<file path="src/rtl/uart_tx_word.sv">
// 16-bit word transmitter: sends a word as two back-to-back 8N1 UART frames,
// low byte first. tx comes straight from a flop so the pin never glitches.
module uart_tx_word #(
    parameter int unsigned CLKS_PER_BIT = 434
) (
    input  logic        clk,
    input  logic        rst_n,
    input  logic [15:0] in_data,
    input  logic        in_valid,
    output logic        in_ready,
    output logic        tx,
    output logic        busy,
    output logic        done
);

    localparam int unsigned CntW = (CLKS_PER_BIT > 1) ? $clog2(CLKS_PER_BIT) : 1;
    localparam logic [CntW-1:0] BaudLast = CntW'(CLKS_PER_BIT - 1);

    typedef enum logic [2:0] {
        StIdle,
        StStart,
        StData,
        StStop,
        StDone
    } state_e;

    state_e          state_q, state_d;
    logic [CntW-1:0] baud_q, baud_d;
    logic [2:0]      bit_q, bit_d;
    logic            byte_sel_q, byte_sel_d;
    logic [15:0]     shift_q, shift_d;
    logic            tx_q, tx_d;
    logic            accept;
    logic            bit_end;

    assign in_ready = (state_q == StIdle) || (state_q == StDone);
    assign busy     = ~in_ready;
    assign done     = (state_q == StDone);
    assign tx       = tx_q;
    assign accept   = in_valid & in_ready;
    assign bit_end  = (baud_q == BaudLast);

    always_comb begin
        state_d    = state_q;
        baud_d     = baud_q;
        bit_d      = bit_q;
        byte_sel_d = byte_sel_q;
        shift_d    = shift_q;
        tx_d       = tx_q;

        unique case (state_q)
            StIdle, StDone: begin
                state_d = StIdle;
                tx_d    = 1'b1;
                if (accept) begin
                    state_d    = StStart;
                    shift_d    = in_data;
                    byte_sel_d = 1'b0;
                    baud_d     = '0;
                    bit_d      = '0;
                    tx_d       = 1'b0;
                end
            end
            StStart: begin
                baud_d = bit_end ? '0 : baud_q + 1'b1;
                if (bit_end) begin
                    state_d = StData;
                    tx_d    = shift_q[0];
                end
            end
            StData: begin
                baud_d = bit_end ? '0 : baud_q + 1'b1;
                if (bit_end) begin
                    // Shifting after all 8 bits leaves the high byte in [7:0].
                    shift_d = {1'b0, shift_q[15:1]};
                    if (bit_q == 3'd7) begin
                        state_d = StStop;
                        bit_d   = '0;
                        tx_d    = 1'b1;
                    end else begin
                        bit_d = bit_q + 3'd1;
                        tx_d  = shift_q[1];
                    end
                end
            end
            StStop: begin
                baud_d = bit_end ? '0 : baud_q + 1'b1;
                if (bit_end) begin
                    if (!byte_sel_q) begin
                        state_d    = StStart;
                        byte_sel_d = 1'b1;
                        tx_d       = 1'b0;
                    end else begin
                        state_d = StDone;
                    end
                end
            end
            default: begin
                state_d = StIdle;
                tx_d    = 1'b1;
            end
        endcase
    end

    always_ff @(posedge clk or negedge rst_n) begin
        if (!rst_n) begin
            state_q    <= StIdle;
            baud_q     <= '0;
            bit_q      <= '0;
            byte_sel_q <= 1'b0;
            shift_q    <= '0;
            tx_q       <= 1'b1;
        end else begin
            state_q    <= state_d;
            baud_q     <= baud_d;
            bit_q      <= bit_d;
            byte_sel_q <= byte_sel_d;
            shift_q    <= shift_d;
            tx_q       <= tx_d;
        end
    end

endmodule

</file>
<file path="config.mk">
export PLATFORM = sky130hd
export DESIGN_NAME = uart_tx_word
export DESIGN_NICKNAME = d
export VERILOG_FILES = /design/src/rtl/uart_tx_word.sv
export SDC_FILE = /design/constraint.sdc
export NUM_CORES = 1
export LEC_CHECK = 0
export BUFFER_PORTS_ARGS = -buffer_cell sky130_fd_sc_hd__buf_4
export CORE_UTILIZATION = 30
export CTS_CLUSTER_DIAMETER = 50
export DETAILED_ROUTE_END_ITERATION = 6
export GPL_ROUTABILITY_DRIVEN = 0
export PLACE_DENSITY_LB_ADDON = 0.25
export SLEW_MARGIN = 20
export SYNTH_ARGS = -nofsm -noshare
export SYNTH_HDL_FRONTEND = slang
export SYNTH_SLANG_ARGS = --single-unit
</file>
<file path="constraint.sdc">
create_clock -name clk -period 3.45 [get_ports clk]
set_input_delay 0.345 -clock clk [delete_from_list [all_inputs] [get_ports clk]]
set_output_delay 0.345 -clock clk [all_outputs]
set_load 0.005 [all_outputs]
</file>
==> metrics.log <==
[metrics] status: finished with violations
[metrics] violations in the final reports: hold timing
[metrics] number of synthesized flops with an enable pin: 0
[metrics] number of search-and-repair iterations in the first detailed-routing pass: 4
[metrics] Crit. End Element: flip-flop
[metrics] portion of synthesized cell area occupied by the leading cell type: 45.8%
[metrics] fill cell instance count of the final layout: roughly 580
[metrics] starting density of the core: 31.4%
[metrics] Min-Delay Path Class: in -> async
[metrics] final design area excluding fillers: 2050 um2
[metrics] wire length reported by the detailed router: 3420 um
[metrics] die extent in y: slightly below 80 um
[metrics] ANT nets after route: 0
[metrics] reg-to-reg setup timing slack: 1360 ps
[metrics] leading register cell type out of synthesis: sky130_fd_sc_hd__dfrtp_1
[metrics] Synth area leader: sky130_fd_sc_hd__dfrtp_1
[metrics] total power per unit cell area: 376 nW/um2
[metrics] global router's overall resource usage: 12.6%
[metrics] clock tree from TritonCTS: done
[metrics] cts repair resizes: 0
[metrics] Cell Count, Final, Fillers Out: 262
[metrics] Mapped Avg Cell Area: ~10 um2
[metrics] vias in the first global route: 1231
[metrics] area of placed instances: around 1900 um2
[metrics] quantity of hold-fixing buffers added after cts: 0
[metrics] Synth async-reset ratio: 100%
[metrics] FF-to-FF path depth: 4
[metrics] Leakage: 0.855 nW
[metrics] fraction of layout cells with a size suffix above 1: 21.6%
[metrics] clk buf depth: 2
[metrics] destination of the worst register-to-register timing path: bit_q[0]
[metrics] detailed router's first-iteration violation count: 58
[metrics] ranking of synthesized cells by area: sky130_fd_sc_hd__dfrtp_1 46%, sky130_fd_sc_hd__mux2i_1 8.6%, sky130_fd_sc_hd__nand2_1 4.9%
[metrics] max-slew violation count: 0
[metrics] setup TNS: 0 ps
[metrics] final clock period utilization by the worst path: 60.5%
[metrics] worst clock skew: 6.75 ps
[metrics] Routed wire per std cell: 13.0 um
[metrics] Critical Path AT: between 2000 and 2500 ps
[metrics] sort of element at the start of the critical path: flip-flop
[metrics] diode insertion count for antenna repair: 0
[metrics] type of the setup path with the least slack: reg -> reg
[metrics] minimum hold slack: -2.57 ps
[metrics] synthesized instance count: around 170
[metrics] number of synthesis warnings: 0
[metrics] register bit total from synthesis: 33
[metrics] maximum fanout along the worst path: 34
[metrics] area of the core region: between 5000 and 6000 um2
[metrics] Horiz. Die Dim: 78.3 um
[metrics] grt total ovfl: 0
[metrics] Max H-tree Level: 2
[metrics] shortest period the worst path allows: about 2100 ps
[metrics] antenna violations before repair: 0
[metrics] number of nets in the finished design: between 200 and 250
[metrics] Die ar.: between 6000 and 7000 um2
[metrics] max_cap viols: 0
[metrics] number of buffers inserted to repair setup after CTS: 0
[metrics] HPWL reported at the end of detailed placement: 2340 um
[metrics] Root Driver: sky130_fd_sc_hd__clkbuf_8
[metrics] DP Cell Count: about 260
[metrics] unrepaired setup endpoints after global routing: no
[metrics] number of hold violations in the final report: 12
[metrics] Worst-path clk slew: roughly 70 ps
[metrics] I/O Pins: 23
[metrics] maximum number of pins on one net before global-route repair: 35
[metrics] Setup-failing EPs final: 0
[metrics] Via density: 4.88
[metrics] number of buffers added by the clock tree synthesis step: 5
[metrics] headroom to the max-slew limit: 41.2%
[metrics] total number of vias: 1279
[metrics] clk sinks: 33
[metrics] Rows: 27
[metrics] Area growth, synth to finish: 17.3%
[metrics] Data required, critical path: 3680 ps
[metrics] achievable clock frequency: about 480 MHz
[metrics] sequential element share of the synthesized area: between 40% and 50%
[metrics] post-route DRC violation count: 0
[metrics] Critical R2R Launch: baud_q[0]
[metrics] Synth Net Count: 191
[metrics] cell area after synthesis: around 1700 um2
[metrics] Worst-Margin Slew: 882 ps
[metrics] PortBufs: 22
[metrics] number of distinct library cells after synthesis: 38
[metrics] clock insertion delay at the later pin of the skew report: approximately 290 ps
[metrics] peak supply drop: 0.000197 V
[metrics] global-route wire length before repair: 5860 um
==> state kept, by name (all words and copies together), names as in the netlist <==
| name | count |
|---|---|
| shift_q | 16 |
| tx | 1 |
| byte_sel_q | 1 |
| baud_q | 9 |
| state_q | 3 |
| bit_q | 3 |
==> layer usage <==
layer / track usage [%] / routed length [um]
met5: 0 / 0
met4: 5.00 / 59
met3: 3.84 / 100
met2: 19.1 / 1520
met1: 16.8 / 1730
==> Yosys cell counts (3+ instances only) <==
cell type and instances:
sky130_fd_sc_hd__dfrtp_1 32, sky130_fd_sc_hd__nand2_1 23, sky130_fd_sc_hd__mux2i_1 15, sky130_fd_sc_hd__o21ai_1 15
sky130_fd_sc_hd__a21oi_1 9, sky130_fd_sc_hd__o21ai_0 9, sky130_fd_sc_hd__nor2_1 8, sky130_fd_sc_hd__nand3_1 5
sky130_fd_sc_hd__a31oi_1 4, sky130_fd_sc_hd__buf_6 4, sky130_fd_sc_hd__ha_1 4, sky130_fd_sc_hd__a21o_1 3
sky130_fd_sc_hd__nand2b_1 3
==> report_power, final <==
part,internal (W),switching (W),leakage [nW],total [W]
sequential,0.000387,0,0.432,0.000387
clock,0.000210,0.000143,0.0540,0.000353
combinational,0.0000158,0.0000146,0.369,0.0000304
==> cell families (layout without fill, tap and decap cells) <==
kind of cell,after synthesis,count (layout),synth area share (%)
flops,33,33,47.3
compound gates,52,52,20.0
buf+inv,10,32,4.44
mux,16,16,9.23
simple gates,51,51,15.2
xor+xnor,2,2,1.00
fa+ha+maj,4,4,2.86
==> worst max-delay path: stages (launching register included) <==
cell and delay (ps):
sky130_fd_sc_hd__dfrtp_1 430, sky130_fd_sc_hd__ha_1 210, sky130_fd_sc_hd__and4b_1 300, sky130_fd_sc_hd__a32oi_4 800, sky130_fd_sc_hd__mux2_2 290
==> layout by cell type (no fill, tap or decap), drive strengths merged, types with 2 or more instances in the layout <==
| cell type | n |
|---|---|
| nand2 | 23 |
| xor2 | 2 |
| nor2 | 9 |
| a21oi | 9 |
| o21ai | 24 |
| a21o | 3 |
| mux2i | 15 |
| nor3b | 2 |
| a41oi | 2 |
| a22o | 2 |
| dfrtp | 32 |
| nand2b | 3 |
| a32o | 2 |
| nand3 | 5 |
| clkbuf | 5 |
| and2 | 2 |
| a31oi | 4 |
| buf | 23 |
| ha | 4 |
| inv | 2 |
==> worst max path at each step <==
stage	startpoint	cells after the start	endpoint
5_1_grt	baud_q[0]	5	shift_q[2]
3_3_place_gp	baud_q[0]	4	bit_q[0]
4_1_cts	baud_q[0]	4	bit_q[0]
2_1_floorplan	baud_q[0]	6	shift_q[0]
3_5_place_dp	baud_q[0]	4	bit_q[0]
6_report	baud_q[0]	4	bit_q[0]
==> per-stage QoR <==
step                      hold WS, ps  utilization [%]  worst slack, ps  total power (W)
after floorplan                  49.4                -             1840         0.000399
after global placement            326             34.9             1370         0.000426
after detailed placement          323             34.9             1340         0.000426
after CTS                        9.07             36.8             1340         0.000779
after global routing             32.7             36.8             1220         0.000796
final                           -2.57             36.8             1360         0.000770
==> area by class of cell <==
type / count / area [um2] / area share (%)
multi-input combinational: 125 / 850 / 41.4
sequential: 33 / 827 / 40.3
timing repair buffer: 23 / 173 / 8.42
tap: 72 / 90.1 / 4.39
clock buffer: 5 / 68.8 / 3.36
clock inverter: 2 / 35.0 / 1.71
inverter: 2 / 7.51 / 0.366
(Power assumes the default switching activity.)
